$ cat src/rtl/oric_audio_pkg.sv
// Shared constants and saturation helper for the Oric PSG audio path.
package oric_audio_pkg;

  localparam logic [1:0] MODE_MONO = 2'd0;
  localparam logic [1:0] MODE_ABC  = 2'd1;
  localparam logic [1:0] MODE_ACB  = 2'd2;

  localparam logic [9:0] TAPE_MON_LEVEL = 10'd64;

  function automatic logic signed [15:0] sat16(input logic signed [17:0] v);
    if (v > 18'sd32767)
      return 16'sh7fff;
    else if (v < -18'sd32768)
      return 16'sh8000;
    else
      return v[15:0];
  endfunction

endpackage

$ cat src/rtl/dc_block_lpf.sv
// One audio channel: DC blocker, then one-pole low-pass and saturation.
// Stage 3 on en_hpf, stage 4 (registered output) on en_lpf; idle cycles leave the state untouched.
module dc_block_lpf
  import oric_audio_pkg::*;
#(
  parameter int HPF_SHIFT = 10,
  parameter int LPF_SHIFT = 2
) (
  input  logic               clk_48,
  input  logic               reset,
  input  logic               en_hpf,
  input  logic               en_lpf,
  input  logic signed [16:0] x,
  input  logic               mute,
  output logic signed [15:0] audio
);

  localparam int DW = 17 + HPF_SHIFT;

  logic signed [DW-1:0] d_acc;
  logic signed [17:0]   y_q;
  logic signed [17:0]   p_acc;
  logic signed [17:0]   y_next;
  logic signed [17:0]   p_diff;
  logic signed [17:0]   p_next;

  // d_acc >>> HPF_SHIFT is the running DC estimate; it always fits in 17 bits.
  always_comb begin
    y_next = 18'(x) - 18'(d_acc >>> HPF_SHIFT);
    p_diff = y_q - p_acc;
    p_next = p_acc + (p_diff >>> LPF_SHIFT);
  end

  always_ff @(posedge clk_48) begin
    if (reset) begin
      d_acc <= '0;
      y_q   <= '0;
      p_acc <= '0;
      audio <= '0;
    end else begin
      if (en_hpf) begin
        y_q   <= y_next;
        d_acc <= d_acc + DW'(y_next);
      end
      if (en_lpf) begin
        p_acc <= p_next;
        audio <= mute ? 16'sd0 : sat16(p_next);
      end
    end
  end

endmodule

$ cat src/rtl/psg_audio_mixer.sv
// Resamples the three PSG levels plus tape monitor to one sample per CLK_DIV clocks and mixes to stereo.
// Outputs register 3 cycles after the divider strobe and hold between sample_valid pulses.
module psg_audio_mixer
  import oric_audio_pkg::*;
#(
  parameter int CLK_DIV   = 1000,
  parameter int HPF_SHIFT = 10,
  parameter int LPF_SHIFT = 2
) (
  input  logic               clk_48,
  input  logic               reset,
  input  logic [7:0]         psg_a,
  input  logic [7:0]         psg_b,
  input  logic [7:0]         psg_c,
  input  logic               tape_out,
  input  logic               tape_mon_en,
  input  logic [1:0]         stereo_mode,
  input  logic               mute,
  output logic signed [15:0] AUDIO_L,
  output logic signed [15:0] AUDIO_R,
  output logic               sample_valid
);

  localparam int CW = $clog2(CLK_DIV);

  logic [CW-1:0] div_cnt;
  logic          stb;
  logic [7:0]    a_h, b_h, c_h;
  logic          tape_h, mon_h, mute_h;
  logic [1:0]    mode_h;
  logic          vld_s2, vld_s3;
  logic [9:0]    a10, b10, c10, tape_add, mix_l, mix_r;

  assign stb = (div_cnt == CW'(CLK_DIV - 1));

  always_ff @(posedge clk_48) begin
    if (reset) begin
      div_cnt      <= '0;
      a_h          <= '0;
      b_h          <= '0;
      c_h          <= '0;
      tape_h       <= 1'b0;
      mon_h        <= 1'b0;
      mute_h       <= 1'b0;
      mode_h       <= MODE_MONO;
      vld_s2       <= 1'b0;
      vld_s3       <= 1'b0;
      sample_valid <= 1'b0;
    end else begin
      div_cnt <= stb ? '0 : div_cnt + CW'(1);
      if (stb) begin
        a_h    <= psg_a;
        b_h    <= psg_b;
        c_h    <= psg_c;
        tape_h <= tape_out;
        mon_h  <= tape_mon_en;
        mute_h <= mute;
        mode_h <= stereo_mode;
      end
      vld_s2       <= stb;
      vld_s3       <= vld_s2;
      sample_valid <= vld_s3;
    end
  end

  // Worst case 2*255 + 255 + 64 = 829, so 10 bits never overflow.
  always_comb begin
    a10      = {2'b00, a_h};
    b10      = {2'b00, b_h};
    c10      = {2'b00, c_h};
    tape_add = (mon_h && tape_h) ? TAPE_MON_LEVEL : 10'd0;
    case (mode_h)
      MODE_ABC: begin
        mix_l = (a10 << 1) + b10 + tape_add;
        mix_r = (c10 << 1) + b10 + tape_add;
      end
      MODE_ACB: begin
        mix_l = (a10 << 1) + c10 + tape_add;
        mix_r = (b10 << 1) + c10 + tape_add;
      end
      default: begin
        mix_l = a10 + b10 + c10 + tape_add;
        mix_r = mix_l;
      end
    endcase
  end

  dc_block_lpf #(.HPF_SHIFT(HPF_SHIFT), .LPF_SHIFT(LPF_SHIFT)) u_left (
    .clk_48 (clk_48),
    .reset  (reset),
    .en_hpf (vld_s2),
    .en_lpf (vld_s3),
    .x      ($signed({2'b00, mix_l, 5'b00000})),
    .mute   (mute_h),
    .audio  (AUDIO_L)
  );

  dc_block_lpf #(.HPF_SHIFT(HPF_SHIFT), .LPF_SHIFT(LPF_SHIFT)) u_right (
    .clk_48 (clk_48),
    .reset  (reset),
    .en_hpf (vld_s2),
    .en_lpf (vld_s3),
    .x      ($signed({2'b00, mix_r, 5'b00000})),
    .mute   (mute_h),
    .audio  (AUDIO_R)
  );

endmodule

$ cat config.mk
export PLATFORM = sky130hd
export DESIGN_NAME = psg_audio_mixer
export DESIGN_NICKNAME = d
export VERILOG_FILES = /design/src/rtl/oric_audio_pkg.sv /design/src/rtl/dc_block_lpf.sv /design/src/rtl/psg_audio_mixer.sv
export SDC_FILE = /design/constraint.sdc
export NUM_CORES = 1
export LEC_CHECK = 0
export ABC_AREA = 1
export CORE_ASPECT_RATIO = 0.6
export CORE_MARGIN = 3
export CORE_UTILIZATION = 50
export DETAILED_ROUTE_END_ITERATION = 16
export PLACE_DENSITY_LB_ADDON = 0.05
export SYNTH_ARGS = -nofsm -noshare
export SYNTH_HDL_FRONTEND = slang
export SYNTH_SLANG_ARGS = --single-unit
$ cat constraint.sdc
create_clock -name clk_48 -period 11.87 [get_ports clk_48]
set_input_delay 1.187 -clock clk_48 [delete_from_list [all_inputs] [get_ports clk_48]]
set_output_delay 1.187 -clock clk_48 [all_outputs]
set_load 0.1 [all_outputs]
==> results by stage, run 1 <==
Outcome:
- The run finished with clean final reports.

Place:
- Once detailed placement completed, the half-perimeter wirelength came to 40900 um.
- The standard cell area after detailed placement is 18300 sq um.
- The post-place setup slack is 5.95 ns.
- Buffers placed on the I/O ports in this run total 63.
- Routability-driven placement finished with a final weighted congestion of 0.948.

Run:
- Max-cap violations in this run came to 0.

Setup path:
- In this run the worst path has a maximum fanout of 9.
- The setup path with the least slack is of type register to register.
- The critical path endpoint category is a register.
- The critical path data required time is 12.23 ns.
- The cell type of the slowest stage on the worst timing path is sky130_fd_sc_hd__fa_1.
- The worst endpoint data arrival time is 6.41 ns.
- The critical path startpoint category is a register.
- Among the stages of the critical path, the cell type that occurs most often is sky130_fd_sc_hd__inv_1.
- The delay of the slowest cell on the worst path is 0.52 ns.

Timing:
- The setup violation total in the final timing report is 0.
- The time the worst path needs with I/O delays and setup is 6.04 ns.
- The final count of hold timing violations is 0.
- Adding up every negative setup slack in the final design gives 0 ns.
- After layout, the worst path uses 50.9% of the clock period.
- The setup skew after layout is 0.0155 ns.
- The worst setup margin is 5.83 ns.
- Timing would allow up to 0.165 GHz.
- The measured slew at the worst slew-check pin is 1.11 ns.
- The total count of max-transition violations in the final report is 0.
- The relative max-transition margin is 26.0%.
- Setup repair after global routing left no endpoint under its margin.

Logic synthesis:
- The leading register cell type out of synthesis is sky130_fd_sc_hd__dfxtp_1.
- In this run the cell area of the synthesized design comes to 17300 sq um.
- A synthesized cell averages 6.57 sq um.
- The count of warnings emitted by yosys is 0.
- Synthesis produced a netlist whose cell count is 2636.
- After synthesis the netlist holds a flip-flop and latch count of 200.
- The number of library cell types mapped by synthesis is 47.
- The fraction of synthesis flops using an asynchronous set or reset pin is 0%.
- The number of nets in the synthesized netlist is 2897.
- Counting flops with a built-in enable in the synthesized netlist gives 0.
- Summing the sequential cell areas from Yosys gives 23.1% of the chip area.

Clock tree:
- Counting the buffers created by CTS gives 17.
- The number of hold buffers added after CTS was 0.
- The clock transition at the registers of the reported paths is 0.09 ns.
- The total of cells resized after clock tree synthesis is 0.
- The H-tree depth is 4.
- The later-pin clock latency in the skew report is 0.47 ns.
- The CTS tree is done.
- The cell at the root of the clock tree is sky130_fd_sc_hd__clkbuf_16.
- The tree built by TritonCTS fans out to 200 sinks.
- After clock tree synthesis, the setup repair step added 0 buffers.
- The maximum clock path buffer count is 2.

Route:
- The initial detailed-routing violation count is 1605.
- After detailed routing, the average wire length per cell comes to 16.6 um.
- The total routed wirelength is 52000 um.
- The count of nets left with antenna violations after detail routing is 0.
- The number of search-and-repair iterations in the first detailed-routing pass is 6.
- The detailed router placed 17.1k vias in this run.
- After detailed routing, the number of vias per cell comes to 5.45.
- In the routed design, unresolved DRC markers number 0.

Finish:
- The net total in the final layout is 2919.
- The top cell types in the final layout, fill and taps aside, are sky130_fd_sc_hd__nand2_1 (558), sky130_fd_sc_hd__inv_1 (414), sky130_fd_sc_hd__nor2_1 (280).
- With fillers left out, the area of the finished cells amounts to 18900 sq um.
- Compared with the post-synthesis result, the final layout area differs by 9.02%.
- The repair_antennas step left the layout with diodes totalling 0.
- The commonest non-fill, non-tap cell in the layout is sky130_fd_sc_hd__nand2_1.
- The layout cell share with drive strength beyond 1 is 3.48%.

Power and ir drop:
- Of the total power, the clock network draws 46.7%.
- For this design the static power due to leakage is 10.1 nW.
- The net switching share of the total power is 25.6%.
- The net switching power of the design is 0.335 mW.
- The overall power is 1.31 mW.
- Dividing total power by cell area gives a power density of 69.3 nW/um^2.
- The internal power is 0.973 mW.
- The sequential share of power is 51.3%.
- The share of total power dissipated in combinational logic is 2.0%.
- The worst-case IR drop observed on VDD is 0.105 mV.

Global route:
- Entering global routing, the biggest net connects 87 pins.
- The overall routing resource usage is 27.9%.
- Summed over all layers, the global routing overflow is 0.
- The first-pass GRT wire length is 81200 um.
- The initial antenna violation count is 2.
- The via count of the first global-routing pass is 14.9k.

Hold path:
- The path class of the tightest hold or removal check is register to register.

Floorplanning:
- The row count is 52.
- The effective utilization at floorplan is 51.1%.
- The width of the die is 246 um.
- The area of the placeable core is 33900 sq um.
- The boundary pin count is 64.
- The die covers 37000 sq um.
- The die is 150 um tall.
routing by layer:
layer | GRT usage (%) | wire, um
met1 | 47.6 | 29100
met2 | 34.7 | 18200
met3 | 5.27 | 4380
met4 | 4.13 | 323
met5 | 0 | 20
per-stage QoR:
step,utilization (%),instances,hold slack (ns)
6_report,55.7,3130,0.467
5_1_grt,55.7,3130,0.486
4_1_cts,55.7,3130,0.470
3_5_place_dp,54.0,3098,0.457
3_3_place_gp,54.0,3098,0.452
2_1_floorplan,-,2636,0.430
power groups by stage:
| stage | logic (mW) | registers (mW) | clock network (mW) |
|---|---|---|---|
| floorplan | 0.0103 | 0.687 | 0 |
| global placement | 0.0259 | 0.687 | 0 |
| detailed placement | 0.0261 | 0.687 | 0 |
| CTS | 0.0262 | 0.671 | 0.619 |
| global route | 0.0281 | 0.672 | 0.645 |
| finish | 0.0265 | 0.671 | 0.611 |
critical path, delay by kind of cell (launching register included):
kind / cells / cell delay (ns)
AOI/OAI and AO/OA: 6 / 0.99
buffers and inverters: 8 / 0.68
DFF: 1 / 0.43
xor gates and xnor gates: 1 / 0.18
and+or+nand+nor: 14 / 1.63
adders and majority gates: 5 / 2.01
registers in the layout, summed over array words and instances, names as in the netlist:
register,flops
a_h,8
u_left.d_acc,27
c_h,8
u_right.d_acc,27
vld_s3,1
u_left.audio,16
b_h,8
u_right.y_q,18
mute_h,1
vld_s2,1
u_left.p_acc,18
sample_valid,1
tape_h,1
u_right.audio,16
u_right.p_acc,18
mon_h,1
mode_h,2
div_cnt,10
u_left.y_q,18
cell usage after synthesis (all sizes together) (17+ instances only):
cell | count | share of area (%)
nand2 | 577 | 13
inv | 417 | 9.0
nor2 | 283 | 6.2
a21oi | 233 | 6.7
ha | 213 | 15
o21ai | 206 | 6.0
dfxtp | 200 | 23
nand3 | 118 | 3.7
xor2 | 68 | 3.4
clkbuf | 55 | 1.2
xnor2 | 35 | 1.8
nand4 | 34 | 1.2
nor3 | 21 | 0.61
o211ai | 21 | 0.91
o21bai | 18 | 0.78
fa | 17 | 2.0
area by class of cell:
class | instances | area [sq um]
multi-input cells | 1952 | 11500
repair buffers | 69 | 673
clock buffers | 20 | 457
fillers | 3362 | 15000
clock inverters | 12 | 123
inverters | 418 | 1570
flip-flops and latches | 200 | 4010
well taps | 459 | 574
logic make-up (layout without fill, tap and decap cells):
kind of cell / count (synthesis) / after routing / share of synthesized area, %
and+or+nand+nor: 1060 / 1060 / 25.5
AOI/OAI and AO/OA: 559 / 559 / 18.2
buffers and inverters: 484 / 519 / 10.6
adders and majority gates: 230 / 230 / 17.4
DFF: 200 / 200 / 23.1
xor gates and xnor gates: 103 / 103 / 5.21
path summary, 6_finish.rpt:
| check | from | end | slack [ns] | cells past startpoint |
|---|---|---|---|---|
| worst min register to register | u_right.audio[13] | u_right.audio[13] | 0.47 | 2 |
| worst min-delay path | u_right.audio[13] | u_right.audio[13] | 0.47 | 2 |
| worst max register to register | b_h[6] | u_left.d_acc[26] | 5.83 | 34 |
| worst max-delay path | b_h[6] | u_left.d_acc[26] | 5.83 | 34 |
Power figures use the tool's default switching activity.
==> run 2, diff against run 1 <==
- clock period: 11.87 -> 5.05 ns (I/O delays scaled with it)
==> run 2 against run 1 <==
Effect of this change:
- fmax rose by 16%
- highest routed layer is now met4
- wire length up 6.6%
- register-to-register slack got worse by 6.0 ns
- utilization is 8.6 points higher
- total power increased by 130%
- final area up 15%
- critical path type unchanged
- hold slack gained 0.0011 ns
- global-route usage increased by 1.7 points
- via count increased by 5.5%
- the run now ends with setup timing left
- non-clock buffer count rose by 224
- combinational power up 130%
==> results by stage, run 2 (synthesis gave the netlist of run 1 again) <==
Outcome:
- The run finished, with violations left.
- The checks that failed: setup timing.

Floorplanning:
- The vertical extent of the die is 150 um (unchanged).
- The full die area is 37000 sq um (unchanged).
- The area of the placeable core was 33900 sq um (unchanged).
- The effective utilization at floorplan is 51.1% (unchanged).
- The width of the die came to 246 um (unchanged).
- The row count is 52 (unchanged).
- The boundary pin count is 64 (unchanged).

Global route:
- The overall routing resource usage is 29.6% (+1.7 points).
- The maximum number of pins on one net before global-route repair is 87 (unchanged).
- The first-pass GRT wire length is 86800 um (+6.9%).
- The initial antenna violation count is 0 (-2).
- The via count of the first global-routing pass came to 16.4k (+10%).
- The total global routing overflow came to 0 (unchanged).

Route:
- The total routed wirelength is 55400 um (+6.6%).
- The vias per cell is 5.37 (-1.5%).
- The initial detailed-routing violation count is 1475 (-8.1%).
- The wire length per cell after detailed routing was 16.5 um (-0.50%).
- The count of nets left with antenna violations after detail routing is 0 (unchanged).
- The number of search-and-repair iterations in the first detailed-routing pass was 5 (-1).
- The number of remaining DRC errors is 0 (unchanged).
- The total via count in the routed design was 18.0k (+5.5%).

Hold path:
- The end point of the most critical hold path is u_right.audio[11].
- The cell depth of the worst hold path is 2 (unchanged).
- The worst min-delay path category is register to register.
- In this run the most critical hold path is launched from u_right.audio[11].

Setup path:
- The highest fanout seen on the critical path was 4 (-5).
- The cell that appears most often on the critical path is sky130_fd_sc_hd__inv_1.
- The worst setup path category is register to register.
- In this run the critical register-to-register path is captured at u_right.d_acc[19].
- The worst endpoint data arrival time is 5.62 ns (-0.79 ns).
- The startpoint identified for the worst register-to-register timing path is a_h[2].
- STA classifies the critical path endpoint as a register.
- The delay of the slowest cell on the worst path is 0.52 ns (about the same).
- Among all stages on the critical path, the largest delay is contributed by sky130_fd_sc_hd__fa_1.
- The critical path data required time is 5.47 ns (-6.76 ns).
- The critical path startpoint category is a register.
- The worst reg2reg path depth is 32 (-5.9%).
- The flop-to-flop setup slack was -0.15 ns (-5.98 ns).

Timing:
- The time the worst path needs with I/O delays and setup was 5.20 ns (-0.843 ns).
- The setup skew after layout is 0.0154 ns (-0.000111 ns).
- Setup repair after global routing could not meet its margin everywhere.
- The total count of max-transition violations in the final report is 0 (unchanged).
- The measured slew at the worst slew-check pin is 0.974 ns (-0.134 ns).
- The post-route clock period utilization is 103% (+52 points).
- The final hold slack is 0.468 ns (+0.00113 ns).
- The highest attainable clock frequency came to 0.192 GHz (+16%).
- The setup violation total in the final timing report is 16 (+16).
- The final count of hold timing violations is 0 (unchanged).
- The worst setup margin is -0.151 ns (-5.98 ns).
- The relative max-transition margin is 34.8% (+8.8 points).

Finish:
- The cell area after layout is 21800 sq um (+15%).
- The library cell used most frequently in the layout, excluding fill and tap cells, is sky130_fd_sc_hd__nand2_1.
- The number of inserted filler cells in the final layout is 3102 (-7.7%).
- The layout cell share with drive strength beyond 1 is 18.5% (+15 points).
- The number of non-filler instances in the completed layout was 3354 (+7.2%).
- The net total in the final layout is 3143 (+7.7%).
- In the layout the commonest cells are sky130_fd_sc_hd__nand2_1 (531), sky130_fd_sc_hd__inv_1 (400), sky130_fd_sc_hd__nor2_1 (254).
- The area added between synthesis and finish is 25.9%.
- The antenna diode count was 0 (unchanged).
- In the final layout, the registers with the most flip-flops are u_left.d_acc x27, u_right.d_acc x27.

Power and ir drop:
- The overall power is 3.08 mW (+130%).
- The power density relative to cell area is 141 nW/um^2 (+100%).
- The worst vdd rail ir drop is 0.261 mV (+150%).
- The leakage component of the power is 11.4 nW (+13%).

Place:
- The post-place setup slack came to -0.526 ns (-6.47 ns).
- The last weighted congestion value of the routability-driven placer is 0.947 (-0.14%).
- The standard cell area after detailed placement is 19800 sq um (+8.4%).
- The number of port buffers is 63 (unchanged).
- The cell count after placement is 3303 (+6.6%).
- The HPWL after detailed placement was 42900 um (+4.9%).

Clock tree:
- The cell at the root of the clock tree is sky130_fd_sc_hd__clkbuf_16.
- The clock transition at the registers of the reported paths is 0.09 ns (about the same).
- The number of hold buffers added after cts is 0 (unchanged).
- The CTS tree is done.
- The maximum clock path buffer count is 2 (unchanged).
- The later-pin clock latency in the skew report is 0.47 ns (about the same).
- The number of sinks handled by clock tree synthesis is 200 (unchanged).
- The CTS buffer count was 17 (unchanged).
- The H-tree depth is 4 (unchanged).

Run:
- The max-capacitance violation count was 0 (unchanged).
-- run 2: cell types whose count changed in the layout (fill, tap and decap cells not counted), sizes merged --
cell / change
clkinvlp: +1
clkbuf: -2
clkinv: +1
buf: +224
-- run 2: where the power goes --
group	internal (mW)	total (mW)	switching (mW)
combinational	0.0244	0.0614	0.0369
sequential	1.58	1.58	0.00176
clock	0.668	1.44	0.767
-- run 2: worst max-delay path by stage --
stage	start	end	slack [ns]	cells after the start
after floorplan	a_h[2]	u_left.d_acc[23]	0.04	35
after global placement	a_h[2]	u_left.d_acc[23]	-0.37	35
after detailed placement	a_h[6]	u_left.d_acc[23]	-0.53	38
after CTS	a_h[2]	u_right.d_acc[20]	-0.10	32
after global routing	a_h[2]	u_left.d_acc[23]	-0.43	35
final	a_h[2]	u_right.d_acc[19]	-0.15	32
-- run 2: per-layer routing --
metal  track usage, %  vias up  share of wire [%]
met2             39.0      533                 38
met3             5.75       33                7.6
li1                 -     9124                  -
met5                0        -                  0
met4             4.51        0               0.78
met1             48.7     8317                 54
-- run 2: worst max-delay path: cells and delay by family, from the launching register on --
family                     cells  cell delay [ns]
adders and majority gates      6             1.92
and+or+nand+nor               11             1.20
buffers and inverters          9             0.73
AOI/OAI and AO/OA              5             0.69
DFF                            1             0.34
xor gates and xnor gates       1             0.26
-- run 2: cell type report --
class / count / area, sq um / share of cell area (%)
multi-input cells: 1952 / 12700 / 58.1
flip-flops and latches: 200 / 4020 / 18.4
repair buffers: 293 / 2380 / 10.9
inverters: 418 / 1570 / 7.22
well taps: 459 / 574 / 2.63
clock buffers: 18 / 429 / 1.97
clock inverters: 14 / 154 / 0.706
-- run 2: per-stage QoR --
| step | TNS (ns) | util [%] |
|---|---|---|
| 2_1_floorplan | 0 | - |
| 3_3_place_gp | -6.20 | 58.5 |
| 3_5_place_dp | -9.25 | 58.5 |
| 4_1_cts | -0.938 | 62.0 |
| 5_1_grt | -7.39 | 64.3 |
| 6_report | -1.10 | 64.3 |
-- run 2: repair_timing --
| item | in CTS | in global routing |
|---|---|---|
| endpoints found under the hold margin | 0 | 0 |
| pin swaps | 49 | 61 |
| cloned | 0 | 0 |
| endpoints found under the setup margin | 27 | 33 |
| resized for setup | 126 | 173 |
| setup buffers | 8 | 12 |
==> run 3, diff against run 2 <==
- ABC_AREA: 1 -> unset
- CELL_PAD_IN_SITES_DETAIL_PLACEMENT: unset -> 1
- CELL_PAD_IN_SITES_GLOBAL_PLACEMENT: unset -> 2
- CORE_UTILIZATION: 50 -> 39
- clock period: 5.05 -> 5.5 ns (I/O delays scaled with it)
==> run 3 against run 2 <==
Effect of this change:
- the flow still finishes with violations (setup timing)
- final area down 7.9%
- global-route usage down 6.5 points
- clock skew down 0.0024 ns
- non-clock buffer count up 8
- hold slack worse by 0.0017 ns
- wire length down 9.8%
- fmax down 14%
- sequential share of layout area up 1.6 points
- final cell count down 21%
==> results by stage, run 3 <==
Logic synthesis:
- Yosys instantiated no cell more often than sky130_fd_sc_hd__nor2_1.
- The number of library cell types mapped by synthesis is 87 (+85%).
- After synthesis, the cell types taking the most area are sky130_fd_sc_hd__dfxtp_1 (26%), sky130_fd_sc_hd__ha_1 (17%), sky130_fd_sc_hd__xnor2_1 (5.8%).
- The biggest area contributor in the post-synthesis netlist is sky130_fd_sc_hd__dfxtp_1.
- The number of enable-type register cells in the synthesized netlist is 0 (unchanged).
- The post-synthesis register bit count came to 200 (unchanged).
- The summed instance area of the synthesized netlist is 15700 sq um (-9.4%).
- The post-synth net total is 2130 (-26%).
- The average cell area after synthesis is 8.39 sq um (+28%).
- The top cell type's share of synthesized area is 25.5% (+2.4 points).
- The sequential fraction of the synthesis area was 25.5% (+2.4 points).
- The most used flip-flop cell after synthesis is sky130_fd_sc_hd__dfxtp_1.
- The count of warnings emitted by yosys is 0 (unchanged).
- The cell count after synthesis was 1869 (-29%).
- The fraction of synthesis flops using an asynchronous set or reset pin is 0% (unchanged).
- By count the netlist is led by sky130_fd_sc_hd__nor2_1 (232), sky130_fd_sc_hd__ha_1 (213), sky130_fd_sc_hd__dfxtp_1 (200), sky130_fd_sc_hd__nand2_1 (146), sky130_fd_sc_hd__a21oi_1 (135).

Power and ir drop:
- The internal power is 2.12 mW (-6.7%).
- The proportion of power drawn by combinational gates is 2.0% (about the same).
- The leakage component of the power is 9.10 nW (-20%).
- The net switching share of the total power is 25.6% (-0.59 points).
- The power density relative to cell area is 142 nW/um^2 (+0.54%).
- The clock share of power is 47.1% (+0.4 points).
- The overall power is 2.85 mW (-7.4%).
- The worst vdd rail ir drop came to 0.153 mV (-41%).
- The net switching power of the design was 0.729 mW (-9.5%).
- The sequential share of power came to 50.9% (-0.4 points).

Outcome:
- The run finished, with violations left.
- The checks that failed: setup timing.

Clock tree:
- The H-tree depth was 4 (unchanged).
- The CTS buffer count is 17 (unchanged).
- The CTS tree is done.
- The maximum clock path buffer count is 2 (unchanged).
- The later-pin clock latency in the skew report is 0.47 ns (about the same).
- The number of hold buffers added after cts is 0 (unchanged).
- The clock transition at the registers of the reported paths is 0.09 ns (about the same).
- The number of sinks handled by clock tree synthesis was 200 (unchanged).
- The tree is rooted in a sky130_fd_sc_hd__clkbuf_16.

Setup path:
- In this run the worst setup path terminates at u_right.d_acc[26].
- The worst reg2reg path depth is 32 (unchanged).
- The startpoint of the most critical setup path is a_h[2].
- In this run the critical register-to-register path is launched from a_h[2].
- The critical path endpoint category is a register.
- The flop-to-flop setup slack came to -0.56 ns (-0.41 ns).
- The delay of the slowest cell on the worst path is 0.55 ns (+0.03 ns).
- The worst setup path is launched from a register.
- The worst setup path category is register to register.
- The cell type of the slowest stage on the worst timing path is sky130_fd_sc_hd__fa_1.
- The highest fanout seen on the critical path is 4 (unchanged).
- The critical register-to-register path endpoint is u_right.d_acc[26].
- The critical path data required time is 5.88 ns (+0.41 ns).
- The worst endpoint data arrival time is 6.44 ns (+0.82 ns).

Route:
- The number of search-and-repair iterations in the first detailed-routing pass is 7 (+2).
- The number of remaining DRC errors is 0 (unchanged).
- The vias per cell is 5.34 (-0.57%).
- The count of nets left with antenna violations after detail routing is 0 (unchanged).
- The wire length per cell after detailed routing is 18.8 um (+14%).
- The total routed wirelength came to 50000 um (-9.8%).
- The initial detailed-routing violation count is 618 (-58%).
- The total via count in the routed design was 14.2k (-21%).

Floorplanning:
- The boundary pin count was 64 (unchanged).
- The vertical extent of the die is 161 um (+7.5%).
- The width of the die was 265 um (+7.6%).
- The area of the placeable core is 39400 sq um (+16%).
- The effective utilization at floorplan is 39.8% (-11 points).
- The row count is 56 (+7.7%).
- The full die area is 42700 sq um (+16%).

Global route:
- The initial antenna violation count is 0 (unchanged).
- The via count of the first global-routing pass was 14.7k (-10%).
- The total global routing overflow is 0 (unchanged).
- The maximum number of pins on one net before global-route repair is 96 (+10%).
- The overall routing resource usage was 23.1% (-6.5 points).
- The first-pass GRT wire length is 79600 um (-8.4%).

Finish:
- The largest registers in the layout are u_left.d_acc x27, u_right.d_acc x27.
- The layout cell share with drive strength beyond 1 is 21.1% (+2.6 points).
- The cell area after layout is 20100 sq um (-7.9%).
- The antenna diode count is 0 (unchanged).
- The area growth from synthesis to layout is 27.9%.
- The number of inserted filler cells in the final layout came to 4559 (+47%).
- In the layout the commonest cells are sky130_fd_sc_hd__buf_4 (228), sky130_fd_sc_hd__nor2_1 (213), sky130_fd_sc_hd__dfxtp_1 (196).
- The net total in the final layout is 2391 (-24%).
- Leaving out fill and tap cells, the most frequent cell in the layout is sky130_fd_sc_hd__buf_4.

Place:
- The last weighted congestion value of the routability-driven placer is 0.864 (-8.7%).
- The number of port buffers is 63 (unchanged).
- The HPWL after detailed placement is 37500 um (-13%).
- The post-place setup slack is -0.904 ns (-0.379 ns).
- The standard cell area after detailed placement is 18300 sq um (-8.0%).

Timing:
- The final count of hold timing violations was 0 (unchanged).
- The worst setup margin came to -0.558 ns (-0.406 ns).
- The total count of max-transition violations in the final report came to 0 (unchanged).
- The measured slew at the worst slew-check pin was 1.22 ns (+0.244 ns).
- The time the worst path needs with I/O delays and setup came to 6.06 ns (+0.856 ns).
- The final hold slack is 0.466 ns (-0.00171 ns).
- The post-route clock period utilization was 110% (+7.1 points).
- The highest attainable clock frequency is 0.165 GHz (-14%).
- The setup skew after layout was 0.0130 ns (-0.00240 ns).
- The relative max-transition margin was 18.6% (-16 points).
- Setup repair after global routing could not meet its margin everywhere.
- The setup violation total in the final timing report is 18 (+2).

Run:
- The max-capacitance violation count came to 0 (unchanged).

Hold path:
- The worst min-delay path category is register to register.
run 3: cell count changes after synthesis, sizes merged, moves of 26 or more:
| cell | previous run | this run |
|---|---|---|
| xnor2 | 35 | 104 |
| nand4 | 34 | 6 |
| nand3 | 118 | 29 |
| o21ai | 206 | 60 |
| a21oi | 233 | 140 |
| nor2b | 0 | 26 |
| nand2 | 577 | 146 |
| mux2i | 0 | 86 |
| nor2 | 283 | 232 |
| inv | 417 | 120 |
| a21o | 14 | 81 |
run 3: worst min path at each step:
stage	slack, ns	cells after the start	endpoint	start
6_report	0.47	2	u_left.audio[7]	u_left.audio[7]
3_3_place_gp	0.44	2	u_right.audio[15]	u_right.audio[15]
3_5_place_dp	0.45	2	u_left.audio[7]	u_left.audio[7]
4_1_cts	0.47	2	u_left.audio[7]	u_left.audio[7]
5_1_grt	0.50	2	u_left.audio[7]	u_left.audio[7]
2_1_floorplan	0.43	1	div_cnt[0]	div_cnt[0]
run 3: routing by layer:
| layer | vias up | global-route usage (%) | wire length, um |
|---|---|---|---|
| met5 | - | 0 | 0 |
| met1 | 6961 | 36.0 | 27400 |
| li1 | 7119 | - | - |
| met2 | 122 | 34.1 | 21000 |
| met4 | 0 | 3.98 | 426 |
| met3 | 24 | 2.91 | 1120 |
run 3: layout make-up:
cell class	count	area [sq um]	share of cell area (%)
timing repair buffer	301	2470	12.3
sequential	200	4010	20.0
tap	522	653	3.25
inverter	121	454	2.26
clock buffer	19	433	2.16
clock inverter	13	149	0.742
multi-input combinational	1489	11900	59.3
run 3: worst max-delay path: cells and delay by family (launching register included):
| kind | cells | cell delay, ns |
|---|---|---|
| XOR/XNOR | 1 | 0.16 |
| AND/OR/NAND/NOR | 6 | 1.02 |
| adder cells (fa/ha/maj) | 6 | 1.78 |
| AO/OA/AOI/OAI | 15 | 2.29 |
| flip-flops | 1 | 0.35 |
| buffers and inverters | 4 | 0.37 |
run 3: per-stage QoR:
| stage | TNS, ns | cells | util, % |
|---|---|---|---|
| floorplan | -0.491 | 1869 | - |
| global placement | -4.95 | 2578 | 46.4 |
| detailed placement | -8.59 | 2578 | 46.4 |
| CTS | -3.47 | 2647 | 49.7 |
| global route | -11.25 | 2665 | 51.0 |
| finish | -4.81 | 2665 | 51.0 |
run 3: timing repair:
item	CTS	global route
pin swaps	63	59
buffers inserted	40	22
resized for setup	82	72
setup endpoints to repair	23	42
run 3: power by group through the flow:
stage / Sequential (mW) / Clock (mW) / Combinational [mW]
floorplan: 1.48 / 0 / 0.0248
global placement: 1.48 / 0 / 0.0557
detailed placement: 1.48 / 0 / 0.0567
CTS: 1.45 / 1.38 / 0.0567
global route: 1.45 / 1.43 / 0.0607
finish: 1.45 / 1.34 / 0.0558
run 3: logic make-up (layout without fill, tap and decap cells):
family          count (synthesis)  in the layout  synth area share [%]
simple gates                  545            545                  15.8
mux                            89             89                  5.70
xor+xnor                      159            159                  9.00
buf+inv                       180            454                  4.51
compound gates                466            466                  20.4
fa+ha+maj                     230            230                  19.2
flops                         200            200                  25.5
